**src/rtl/alu_share_arbiter_pkg.sv**
```systemverilog
// Shared definitions for alu_share_arbiter: FSM state encoding, ALU control codes,
// default widths and an id-width helper.
package alu_share_arbiter_pkg;

    typedef enum logic {
        ST_IDLE = 1'b0,
        ST_EXEC = 1'b1
    } state_t;

    localparam int unsigned DW_DEF = 32;
    localparam int unsigned CW_DEF = 4;
    localparam int unsigned WAIT_W = 4;

    localparam logic [CW_DEF-1:0] ALU_ADD = 4'd0;
    localparam logic [CW_DEF-1:0] ALU_SUB = 4'd1;
    localparam logic [CW_DEF-1:0] ALU_AND = 4'd2;
    localparam logic [CW_DEF-1:0] ALU_OR  = 4'd3;
    localparam logic [CW_DEF-1:0] ALU_XOR = 4'd4;
    localparam logic [CW_DEF-1:0] ALU_LUI = 4'd5;

    // Bits needed to name one of n requesters (at least 1).
    function automatic int unsigned id_width(input int unsigned n);
        return (n <= 2) ? 1 : $clog2(n);
    endfunction

endpackage

```
**src/rtl/alu_share_arbiter_rr_arbiter.sv**
```systemverilog
// Combinational round-robin picker: grants the first eligible index after rr_ptr,
// wrapping modulo NREQ.
module alu_share_arbiter_rr_arbiter
    import alu_share_arbiter_pkg::*;
#(
    parameter  int unsigned NREQ = 2,
    localparam int unsigned IW   = id_width(NREQ)
) (
    input  logic [NREQ-1:0] elig,
    input  logic [IW-1:0]   rr_ptr,
    output logic [NREQ-1:0] grant,
    output logic [IW-1:0]   grant_id
);

    logic [IW-1:0] w_idx;
    logic          w_found;

    always_comb begin
        grant    = '0;
        grant_id = '0;
        w_found  = 1'b0;
        w_idx    = '0;
        for (int unsigned k = 1; k <= NREQ; k++) begin
            w_idx = IW'((32'(rr_ptr) + k) % NREQ);
            if (!w_found && elig[w_idx]) begin
                grant[w_idx] = 1'b1;
                grant_id     = w_idx;
                w_found      = 1'b1;
            end
        end
    end

endmodule

```
**src/rtl/alu_share_arbiter.sv**
```systemverilog
// Shares one combinational ALU between NREQ requesters with round-robin arbitration
// and a one-entry result slot per requester. Optional macro: ALU_ARB_LOCK_EN.
module alu_share_arbiter
    import alu_share_arbiter_pkg::*;
#(
    parameter int unsigned NREQ     = 2,
    parameter int unsigned DW       = DW_DEF,
    parameter int unsigned CW       = CW_DEF,
    parameter int unsigned ALU_WAIT = 0
) (
    input  logic               clk,
    input  logic               rst,
    input  logic [NREQ-1:0]    req_valid,
    output logic [NREQ-1:0]    req_ready,
    input  logic [CW*NREQ-1:0] req_ctrl,
    input  logic [DW*NREQ-1:0] req_x,
    input  logic [DW*NREQ-1:0] req_y,
    output logic [NREQ-1:0]    rsp_valid,
    input  logic [NREQ-1:0]    rsp_ready,
    output logic [DW*NREQ-1:0] rsp_result,
    output logic [NREQ-1:0]    rsp_zero,
    output logic [DW-1:0]      alu_x,
    output logic [DW-1:0]      alu_y,
    output logic [CW-1:0]      alu_ctrl,
    input  logic [DW-1:0]      alu_result,
    input  logic               alu_zero,
`ifdef ALU_ARB_LOCK_EN
    input  logic [NREQ-1:0]    req_lock,
`endif
    output logic               busy
);

    localparam int unsigned IW = id_width(NREQ);

    state_t              r_state;
    state_t              w_state_nxt;
    logic [IW-1:0]       r_rr_ptr;
    logic [IW-1:0]       r_owner;
    logic [WAIT_W-1:0]   r_wait;
    logic [DW-1:0]       r_x;
    logic [DW-1:0]       r_y;
    logic [CW-1:0]       r_ctrl;
    logic [NREQ-1:0]     r_rsp_valid;
    logic [NREQ-1:0]     r_rsp_zero;
    logic [DW*NREQ-1:0]  r_rsp_result;

    logic [NREQ-1:0]     w_elig;
    logic [NREQ-1:0]     w_grant;
    logic [IW-1:0]       w_grant_id;
    logic [NREQ-1:0]     w_pick;
    logic [IW-1:0]       w_pick_id;
    logic                w_accept;
    logic                w_capture;
    logic                w_ptr_hold;

    // A full slot that is not being popped blocks its requester.
    assign w_elig = req_valid & (~r_rsp_valid | rsp_ready);

    alu_share_arbiter_rr_arbiter #(
        .NREQ (NREQ)
    ) u_rr (
        .elig     (w_elig),
        .rr_ptr   (r_rr_ptr),
        .grant    (w_grant),
        .grant_id (w_grant_id)
    );

`ifdef ALU_ARB_LOCK_EN
    logic r_lock;
    logic r_last_lock;

    // A locked owner of the last completed operation keeps the ALU while it is eligible.
    always_comb begin
        w_pick    = w_grant;
        w_pick_id = w_grant_id;
        if (r_last_lock && w_elig[r_owner]) begin
            w_pick          = '0;
            w_pick[r_owner] = 1'b1;
            w_pick_id       = r_owner;
        end
    end

    always_ff @(posedge clk or posedge rst) begin
        if (rst) begin
            r_lock      <= 1'b0;
            r_last_lock <= 1'b0;
        end else if (w_accept) begin
            r_lock      <= req_lock[w_pick_id];
        end else if (w_capture) begin
            r_last_lock <= r_lock;
        end
    end

    assign w_ptr_hold = r_lock;
`else
    assign w_pick     = w_grant;
    assign w_pick_id  = w_grant_id;
    assign w_ptr_hold = 1'b0;
`endif

    // State register.
    always_ff @(posedge clk or posedge rst) begin
        if (rst) begin
            r_state <= ST_IDLE;
        end else begin
            r_state <= w_state_nxt;
        end
    end

    // Next-state logic.
    always_comb begin
        w_state_nxt = r_state;
        case (r_state)
            ST_IDLE: if (|w_elig) w_state_nxt = ST_EXEC;
            ST_EXEC: if (r_wait == '0) w_state_nxt = ST_IDLE;
            default: w_state_nxt = ST_IDLE;
        endcase
    end

    // Output / control decode; grants are suppressed while reset is held.
    always_comb begin
        req_ready = '0;
        w_accept  = 1'b0;
        w_capture = 1'b0;
        case (r_state)
            ST_IDLE: begin
                if (!rst && (|w_elig)) begin
                    req_ready = w_pick;
                    w_accept  = 1'b1;
                end
            end
            ST_EXEC: w_capture = (r_wait == '0);
            default: ;
        endcase
    end

    // Operand latch doubles as the ALU drive: loaded at accept, cleared at capture.
    always_ff @(posedge clk or posedge rst) begin
        if (rst) begin
            r_x      <= '0;
            r_y      <= '0;
            r_ctrl   <= '0;
            r_owner  <= '0;
            r_wait   <= '0;
            r_rr_ptr <= IW'(NREQ - 1);
        end else if (w_accept) begin
            r_x     <= req_x[32'(w_pick_id) * DW +: DW];
            r_y     <= req_y[32'(w_pick_id) * DW +: DW];
            r_ctrl  <= req_ctrl[32'(w_pick_id) * CW +: CW];
            r_owner <= w_pick_id;
            r_wait  <= WAIT_W'(ALU_WAIT);
        end else if (w_capture) begin
            r_x    <= '0;
            r_y    <= '0;
            r_ctrl <= '0;
            if (!w_ptr_hold) begin
                r_rr_ptr <= r_owner;
            end
        end else if (r_state == ST_EXEC) begin
            r_wait <= r_wait - 1'b1;
        end
    end

    // Per-requester result slots; a capture never meets a full slot.
    always_ff @(posedge clk or posedge rst) begin
        if (rst) begin
            r_rsp_valid  <= '0;
            r_rsp_result <= '0;
            r_rsp_zero   <= '0;
        end else begin
            for (int unsigned i = 0; i < NREQ; i++) begin
                if (w_capture && (32'(r_owner) == i)) begin
                    r_rsp_valid[i]            <= 1'b1;
                    r_rsp_result[i*DW +: DW]  <= alu_result;
                    r_rsp_zero[i]             <= alu_zero;
                end else if (r_rsp_valid[i] && rsp_ready[i]) begin
                    r_rsp_valid[i] <= 1'b0;
                end
            end
        end
    end

    assign rsp_valid  = r_rsp_valid;
    assign rsp_result = r_rsp_result;
    assign rsp_zero   = r_rsp_zero;
    assign alu_x      = r_x;
    assign alu_y      = r_y;
    assign alu_ctrl   = r_ctrl;
    assign busy       = (r_state == ST_EXEC);

endmodule
```
**config.mk**
```make
export PLATFORM = sky130hd
export DESIGN_NAME = alu_share_arbiter
export DESIGN_NICKNAME = d
export VERILOG_FILES = /design/src/rtl/alu_share_arbiter_pkg.sv /design/src/rtl/alu_share_arbiter_rr_arbiter.sv /design/src/rtl/alu_share_arbiter.sv
export SDC_FILE = /design/constraint.sdc
export NUM_CORES = 1
export LEC_CHECK = 0
export ABC_AREA = 1
export BUFFER_PORTS_ARGS = -buffer_cell sky130_fd_sc_hd__buf_4
export CORE_MARGIN = 4
export CORE_UTILIZATION = 35
export CTS_CLUSTER_SIZE = 24
export DETAILED_ROUTE_END_ITERATION = 6
export GPL_ROUTABILITY_DRIVEN = 0
export PLACE_DENSITY = 0.61
export SLEW_MARGIN = 0
export SYNTH_ARGS = -nofsm -noshare
export SYNTH_HDL_FRONTEND = slang
export SYNTH_SLANG_ARGS = --single-unit
```
**constraint.sdc**
```tcl
create_clock -name clk -period 8.1 [get_ports clk]
set_clock_uncertainty 0.05 [all_clocks]
set_input_delay 0 -clock clk [delete_from_list [all_inputs] [get_ports clk]]
set_output_delay 0 -clock clk [all_outputs]
set_load 0.01 [all_outputs]
```
# Word level (Yosys, flattened, before mapping)
# Cells that the tools add are included.
classes:
  addsub: 3
  order_cmp: 4
  eq_ne: 1
  shift: 3
  mux: 33
  n_bitwise: 7
  n_reduce_logical: 18
op_table:
  columns: ["op", "n"]
  rows:
  - ["64-bit by 7-bit indexed part select with 32-bit output", 2]
  - ["32-bit two-way mux", 3]
  - ["4-bit two-way mux", 5]
  - ["1-bit two-way mux", 18]
  - ["1-bit logical AND", 8]
  - ["2-bit two-way mux", 4]
  - ["2-bit nonzero test", 4]
  - ["8-bit by 4-bit indexed part select with 4-bit output", 1]
  - ["4-bit logical NOT", 1]
  - ["1-bit by 2-bit less-than comparator with 1-bit output, second input constant", 2]
  - ["2-bit OR", 2]
  - ["2-bit AND reduction", 2]
  - ["4-bit by 1-bit subtractor with 4-bit output, second input constant", 1]
  - ["1-bit inverter", 3]
  - ["1-bit adder, second input constant", 2]
  - ["2-bit bitwise AND", 1]
  - ["1-bit demux with 1-bit select", 2]
  - ["1-bit >= comparator, second input constant", 2]
  - ["1-bit logical NOT", 2]
  - ["2-bit != test, second input constant", 1]
  - ["2-bit inverter", 1]
  - ["1-bit one-hot mux with 2 select lines", 1]
  - ["2-bit OR reduction", 1]
totals:
  regBits: 143
  out_inout_bits: 139
  wordCells: 82

# Logic depth before layout (Yosys ltp)
# Gate-level depths: netlist of the first run.
logic_depth:
  ltp_word: 11
  mapped_depth: 11

# Modules after synthesis
# From an unflattened synthesis of the first run, not the netlist that was laid out.
unflattened:
  cells_unflattened: 867
  hier_area_um2: 6626.4
modules_own_cells:
  columns: ["mod", "n_inst", "cells_each", "area_each_um2", "seq_area_each_um2"]
  rows:
  - ["alu_share_arbiter", 1, 861, 6601.3, 3579.7]
  - ["alu_share_arbiter_rr_arbiter", 1, 6, 25.0, 0.0]

# Worst setup path after synthesis of the first run
# No wires, ideal clock.
synth_path:
  path_type: "in2reg"
  start: "input rst"
  end: "register r_ctrl[3] (netlist: alu_ctrl[3])"
  setup_time_ps: 118
  t_arrival_ps: 3894
  required_time_ps: 7932
  setup_slack_ps: 4038
  stages: 6
  n_path_buf: 2
  path_cell_list: "inv_1 -> nand3_1 -> buf_2 -> buf_2 -> nand3_1 -> nand2_1"
synth_between:
  elab_chain_len: 5
  elab_cells_between_ends: 6
synth_lines:
  columns: ["item", "line", "source"]
  rows:
  - ["from (decl)", "alu_share_arbiter.sv:12", "input logic rst,"]
  - ["1-bit logical NOT (no source line) (*)", null, null]
  - ["1-bit logical AND (*)", "alu_share_arbiter.sv:127", "if (!rst && (|w_elig)) begin"]
  - ["1-bit two-way mux (*)", "alu_share_arbiter.sv:127", null]
  - ["1-bit two-way mux (*)", "alu_share_arbiter.sv:125", "case (r_state)"]
  - ["4-bit two-way mux or 2-bit nonzero test (tied branches)", null, null]
  - ["to (signal assigned)", "alu_share_arbiter.sv:149", "r_ctrl <= req_ctrl[32'(w_pick_id) * CW +: CW];"]
  - ["to (decl)", "alu_share_arbiter.sv:42", "logic [CW-1:0] r_ctrl;"]
# Every way passes the cells marked *; elsewhere a longest branch is shown, timed or not.
# A chain may end at the register's enable or synchronous reset.

# Worst setup path in the final report of the first run
layout_path:
  start: "register r_rsp_valid[0] (netlist: rsp_valid[0])"
  end: "register r_y[5] (netlist: alu_y[5])"
layout_between:
  elab_chain_len: 11
  elab_cells_between_ends: 19
layout_lines:
  columns: ["item", "line", "source"]
  rows:
  - ["from (decl)", "alu_share_arbiter.sv:43", "logic [NREQ-1:0] r_rsp_valid;"]
  - ["from (signal assigned)", "alu_share_arbiter.sv:167", "r_rsp_valid <= '0;"]
  - ["from (signal, indexed assignment)", "alu_share_arbiter.sv:173", "r_rsp_valid[i] <= 1'b1;"]
  - ["from (signal, indexed assignment)", "alu_share_arbiter.sv:177", "r_rsp_valid[i] <= 1'b0;"]
  - ["2-bit inverter (*)", "alu_share_arbiter.sv:57", "assign w_elig = req_valid & (~r_rsp_valid | rsp_ready);"]
  - ["2-bit OR (*)", "alu_share_arbiter.sv:57", null]
  - ["2-bit bitwise AND (*)", "alu_share_arbiter.sv:57", null]
  - ["1-bit two-way mux (not written as such) (2 in a row)", "alu_share_arbiter_rr_arbiter.sv:25", "if (!w_found && elig[w_idx]) begin"]
  - ["1-bit two-way mux", "alu_share_arbiter_rr_arbiter.sv:25", null]
  - ["1-bit logical NOT", "alu_share_arbiter_rr_arbiter.sv:25", null]
  - ["1-bit logical AND", "alu_share_arbiter_rr_arbiter.sv:25", null]
  - ["1-bit two-way mux", "alu_share_arbiter_rr_arbiter.sv:25", null]
  - ["64-bit by 7-bit indexed part select with 32-bit output", "alu_share_arbiter.sv:148", "r_y <= req_y[32'(w_pick_id) * DW +: DW];"]
  - ["32-bit two-way mux", "alu_share_arbiter.sv:146", "end else if (w_accept) begin"]
  - ["to (signal assigned)", "alu_share_arbiter.sv:148", null]
  - ["to (decl)", "alu_share_arbiter.sv:41", "logic [DW-1:0] r_y;"]
# Every way passes the cells marked *; elsewhere a longest branch is shown, timed or not. The select of a mux whose other input is x is not followed.

==> reports/metrics.yaml, run 1 <==
status: "finished, final reports clean"
drv_slew: 0
crit_path_max_incr_delay_ns: 0.66
diodes: 0
dr.pass1.iters: 5
synth_nets: 1102
area_delta_synth_final_pct: 67.4
rows: 51
crit_required_ns: 8.41
antenna_found_initial: 0
die_h_um: 149
synth_area_per_cell_um2: 7.52
synth-compound-area-share_pct: 0.359
critPathTopFamily: "simple AND/OR/NAND/NOR gates"
cap_violations: 0
cts.repair.resized: 0
synth_area_leaders: "dfrtp_1 51%, nand2_1 19%, nand3_1 15%"
grt_pass1_wl_mm: 39.8
layout-drive-gt1-share_pct: 26.2
synth_cell_types: 21
cp_num_buf_inv: 2
clk_path_buf_depth: 2
rsz0062_at_grt: "false"
postCtsSetupRepairBufs: 0
critical_path.most_common_cell: "nand2_1"
tns_ns: 0
clkTransAtPathRegs_ns: 0.06
arrival_ns: 3.21
power.leakage_uw: 0.00655
ys_seq_elements: 143
drt_wl_total_mm: 24.7
cts-root-buf: "clkbuf_16"
die_area_um2: 22200
crit_path_top_delay_cell: "nor2_4"
ys.warnings.count: 0
wl_per_cell_um: 14.9
synth_seq_area_share_pct: 51.4
finalSetupViolations: 0
grt.total_usage_pct: 22.4
fp.dieW_um: 149
cts_buffers: 17
drt_iter0_drc: 348
synth_top_family_by_area: "simple AND/OR/NAND/NOR gates"
postRouteAntennaNets: 0
synth_xor_xnor_area_share_pct: 0.126
syn-instance-count: 926
fin_crit_ns: 2.90
cts_tree: "done"
path_cells: "nand2_1 > nand2_1 > nand2_1 > nand2_1 > nor2_4 > buf_4 > nand3_1 > dlygate4sd3_1 > nand2_1"
timing.fmax_mhz: 345
start_kind: "flip-flop"
clk_latency_ns: 0.42
synth_adder_area_share_pct: 0.180
cp-end-kind: "flip-flop"
period_share_pct: 35.7
cp_max_fo: 37
grt-ovfl-total: 0
cts.htree.levels: 4
synth.cell_area_um2: 6970
ios: 314
hp-class: "in -> reg"
grt_max_degree: 81
nNetsFinal: 1559
grt_pass1_vias: 7867
relSlewSlack_pct: 43.7
io_buffers: 313
start_util_pct: 35.7
hold_violations: 0
synth_top_area_share_pct: 51.0
ir_worst_vdd_v: 0.000153
synth_top_cell_by_area: "dfrtp_1"
worst-setup-path-type: "reg -> reg"
synth-simple-area-share_pct: 35.1
hpwl_mm: 15.6
powerDensity_nw_per_um2: 302
max_slew.worst_pin.slew_ns: 0.843
p_total_uw: 3530
vias: 7564
synthMuxAreaShare_pct: 0
cts.sinks: 143
drc_errors: 0
core_region_area_um2: 19500
vias_per_cell: 4.55
-- state kept, by name (all words and copies together), names as in the netlist --
name,count
alu_y,32
rsp_zero,2
rsp_valid,2
alu_ctrl,4
busy,1
r_owner,1
r_rr_ptr,1
alu_x,32
rsp_result,64
r_wait,4
-- cell usage after synthesis, drive strengths merged --
library cell,n
nand3,208
clkbuf,9
ha,1
inv,150
nor3b,1
o21ai,5
xor2,1
dfrtp,142
nand2,354
nor2,8
dfstp,1
buf,46
-- layout make-up --
cell class | count | area [µm²]
repair buffers | 493 | 4130
multi-input cells | 578 | 2500
clock inverters | 15 | 125
well taps | 265 | 332
flip-flops and latches | 143 | 3580
inverters | 150 | 568
fillers | 1788 | 7860
clock buffers | 17 | 425
-- worst reg2reg max path, stage by stage, from the launching register on --
cell	delay (ns)
dfrtp_1	0.38
nand2_1	0.08
nand2_1	0.09
nand2_1	0.11
nand2_1	0.12
nor2_4	0.66
buf_4	0.52
nand3_1	0.17
dlygate4sd3_1	0.60
nand2_1	0.06
-- cell usage in the layout, fill, tap and decap left out, drive strengths merged --
master         n
clkbuf        17
dfrtp        142
dlygate4sd3  173
nand2        354
buf          320
inv          158
o21ai          5
nor2           8
dfstp          1
nand3        208
xor2           1
ha             1
clkinv         4
nor3b          1
clkinvlp       3
-- timing repair --
action | 4_1_cts | 5_1_grt
setup endpoints to repair | 0 | 0
endpoints found under the hold margin | 215 | 0
hold buffers | 173 | 0
-- cells by family (layout without fill, tap and decap cells) --
group / after synthesis / in the layout
AOI/OAI and AO/OA: 5 / 5
buffers and inverters: 205 / 675
DFF: 143 / 143
xor gates and xnor gates: 1 / 1
and+or+nand+nor: 571 / 571
adders and majority gates: 1 / 1
-- per-layer routing --
layer | wire length, µm | up-vias | GRT usage (%)
li1 | - | 3742 | -
met1 | 10100 | 3503 | 27.1
met2 | 12100 | 283 | 38.4
met3 | 1950 | 36 | 6.84
met4 | 512 | 0 | 7.00
met5 | 0 | - | 0
-- power breakdown --
group	switching, µW	internal, µW	leakage [µW]
Clock	340	401	0.000265
Combinational	851	730	0.00446
Sequential	186	1020	0.00182
-- path summary, 6_finish.rpt --
check,startpoint,endpoint,slack [ns],cells past startpoint
max in group asynchronous,rst,alu_x[7],6.42,4
worst max register to register,rsp_valid[0],alu_y[5],5.20,9
worst min-delay path,req_valid[0],busy,0.03,5
min in group asynchronous,rst,alu_x[20],0.25,3
worst min register to register,rsp_result[10],rsp_result[10],0.42,2
worst max-delay path,rsp_valid[0],alu_y[5],5.20,9
-- stage by stage --
step           setup WS, ns  hold WS [ns]  util [%]  instances  cell area, µm²
2_1_floorplan          4.04        0.0596         -        926            6970
3_3_place_gp           5.74         0.155      48.0       1456            9380
3_5_place_dp           5.74         0.160      48.0       1456            9380
4_1_cts                5.20        0.0351      59.7       1661           11700
5_1_grt                4.96        0.0889      59.7       1661           11700
6_report               5.20        0.0326      59.7       1661           11700
Note: power is estimated with default switching activity, not from simulation.
==> run 2: changes to the inputs <==
--- a/config.mk
+++ b/config.mk
@@ -12,7 +12,7 @@
 export CTS_CLUSTER_SIZE = 24
 export DETAILED_ROUTE_END_ITERATION = 6
 export GPL_ROUTABILITY_DRIVEN = 0
-export PLACE_DENSITY = 0.61
+export PLACE_DENSITY = 0.64
 export SLEW_MARGIN = 0
 export SYNTH_ARGS = -nofsm -noshare
 export SYNTH_HDL_FRONTEND = slang
==> constraint.sdc (replaced) <==
create_clock -name clk -period 2.38 [get_ports clk]
set_clock_uncertainty 0.05 [all_clocks]
set_input_delay 0 -clock clk [delete_from_list [all_inputs] [get_ports clk]]
set_output_delay 0 -clock clk [all_outputs]
set_load 0.01 [all_outputs]
==> run 2 against run 1 <==
Die area did not move. Count of clock-buffer cells in the layout grew 1. Routed wire length grew 1.0%. First-iteration DRC count decreased by 5.5%. Critical path type is now reg -> out. Largest cell class unchanged. Largest power group unchanged.
==> reports/metrics.yaml, run 2 (synthesis gave the netlist of run 1 again) <==
nNetsFinal: 1567  # +0.51%
cts_buffers: 17  # unchanged
worst-setup-path-type: "reg -> out"
nFillCells: 1676  # -6.3%
timing.fmax_mhz: 506
placed_area_um2: 9480  # +1.1%
area_delta_synth_final_pct: 70.0
clkTransAtPathRegs_ns: 0.06  # about the same
largest_reg_flops: 64  # unchanged
hp-class: "in -> reg"
grt_pass1_vias: 7942  # +0.95%
powerDensity_nw_per_um2: 1030  # +240%
rows: 51  # unchanged
wl_per_cell_um: 14.9  # +0.47%
start_kind: "flip-flop"
postCtsSetupRepairBufs: 0  # unchanged
power.leakage_uw: 0.00679  # +3.7%
fin_crit_ns: 1.98
cts_tree: "done"
rsz0062_at_grt: "false"
cts.sinks: 143  # unchanged
start_util_pct: 35.7  # unchanged
drv_slew: 0  # unchanged
place_ws_ns: 0.474  # -5.26 ns
clk_path_buf_depth: 2  # unchanged
cts-root-buf: "clkbuf_16"
rr_worst_depth: 7  # -2
clk_latency_ns: 0.41  # about the same
grt-ovfl-total: 0  # unchanged
die_h_um: 149  # unchanged
postRouteAntennaNets: 0  # unchanged
core_region_area_um2: 19500  # unchanged
final_common_cell: "nand2_1"
fp.dieW_um: 149  # unchanged
layoutNonFillerInstCount: 1670  # +0.54%
vias_per_cell: 4.66  # +2.3%
period_share_pct: 83.1
max_slew.worst_pin.slew_ns: 0.778  # -0.0651 ns
dp.cells: 1464  # +0.55%
dr.pass1.iters: 5  # unchanged
drc_errors: 0  # unchanged
drt_wl_total_mm: 24.9  # +1.0%
hold_violations: 0  # unchanged
drt_iter0_drc: 329  # -5.5%
layout-drive-gt1-share_pct: 26.7  # +0.49 points
grt_pass1_wl_mm: 40.0  # +0.66%
relSlewSlack_pct: 48.1  # +4.5 points
layout_common_cells: "350 x nand2_1, 325 x buf_4, 205 x nand3_1, 173 x dlygate4sd3_1, 146 x inv_1"
cp_max_fo: 19  # -49%
antenna_found_initial: 0  # unchanged
hold-path-cell-count: 5  # unchanged
post-route-cell-area_um2: 11800  # +1.6%
hpwl_mm: 15.5  # -0.19%
io_buffers: 313  # unchanged
vias: 7782  # +2.9%
ir_worst_vdd_v: 0.000635  # +310%
grt.total_usage_pct: 22.3  # -0.059 points
crit_required_ns: 2.33  # -6.08 ns
die_area_um2: 22200  # unchanged
finalSetupViolations: 0  # unchanged
grt_max_degree: 144  # +78%
cp-end-kind: "primary output"
fin_ws_ns: 0.403  # -4.80 ns
cap_violations: 0  # unchanged
arrival_ns: 1.93  # -1.28 ns
status: "finished, final reports clean"
final_core_util_pct: 60.7  # +0.93 points
ios: 314  # unchanged
cts.htree.levels: 4  # unchanged
[run 2: changes by cell type in the layout (fill, tap and decap cells not counted), moves of 3 or more]
cell	before	now
buf_4	320	325
inv_6	7	3
buf_12	0	3
bufinv_16	0	3
clkinv_4	2	5
o21ai_0	5	2
o21ai_1	0	3
[run 2: routing by layer]
layer | vias up | track usage (%) | part of all wire, %
met1 | 3584 | 27.6 | 40
li1 | 3755 | - | -
met2 | 383 | 36.4 | 47
met4 | 0 | 9.11 | 3.4
met3 | 60 | 6.96 | 9.1
met5 | - | 0 | 0
[run 2: path summary, 6_finish.rpt]
kind / slack, ns / end / from
setup / recovery: 0.40 / req_ready[0] / rsp_valid[0]
hold / removal: 0.13 / busy / req_valid[0]
setup reg to reg: 0.44 / alu_x[11] / rsp_valid[0]
hold reg to reg: 0.42 / rsp_result[29] / rsp_result[29]
max in group asynchronous: 1.28 / alu_x[1] / rst
min in group asynchronous: 0.42 / busy / rst
[run 2: what timing repair did]
| action | in CTS | in global routing |
|---|---|---|
| hold buffers | 173 | 0 |
| resized for setup | 0 | 1 |
| endpoints found under the setup margin | 0 | 1 |
| endpoints found under the hold margin | 279 | 0 |
[run 2: report_power, final]
| part | leakage [µW] | switching, µW | internal, µW |
|---|---|---|---|
| combinational | 0.00466 | 2890 | 2380 |
| sequential | 0.00182 | 611 | 3470 |
| clock | 0.000307 | 1100 | 1700 |
[run 2: cell type report]
cell class | count | area [µm²] | area share (%)
clock buffers | 18 | 439 | 3.71
repair buffers | 501 | 4230 | 35.7
flip-flops and latches | 143 | 3580 | 30.2
multi-input cells | 578 | 2510 | 21.2
well taps | 265 | 332 | 2.80
inverters | 150 | 567 | 4.79
clock inverters | 14 | 181 | 1.53
diodes | 1 | 2.50 | 0.0211
[run 2: critical path, cell delays in order (launching register included)]
cell     delay (ns)
dfrtp_1        0.38
nand2_1        0.11
nand2_1        0.14
nand2_1        0.17
nand3_4        0.27
nor3b_1        0.27
buf_4          0.17
[run 2: stage by stage]
| stage | hold WS (ns) | TNS (ns) | total power (µW) |
|---|---|---|---|
| final | 0.129 | 0 | 12200 |
| after global routing | 0.157 | 0 | 13000 |
| after CTS | 0.0486 | 0 | 12300 |
| after detailed placement | 0.157 | 0 | 9160 |
| after global placement | 0.154 | 0 | 9080 |
| after floorplan | 0.0596 | -44.89 | 6680 |
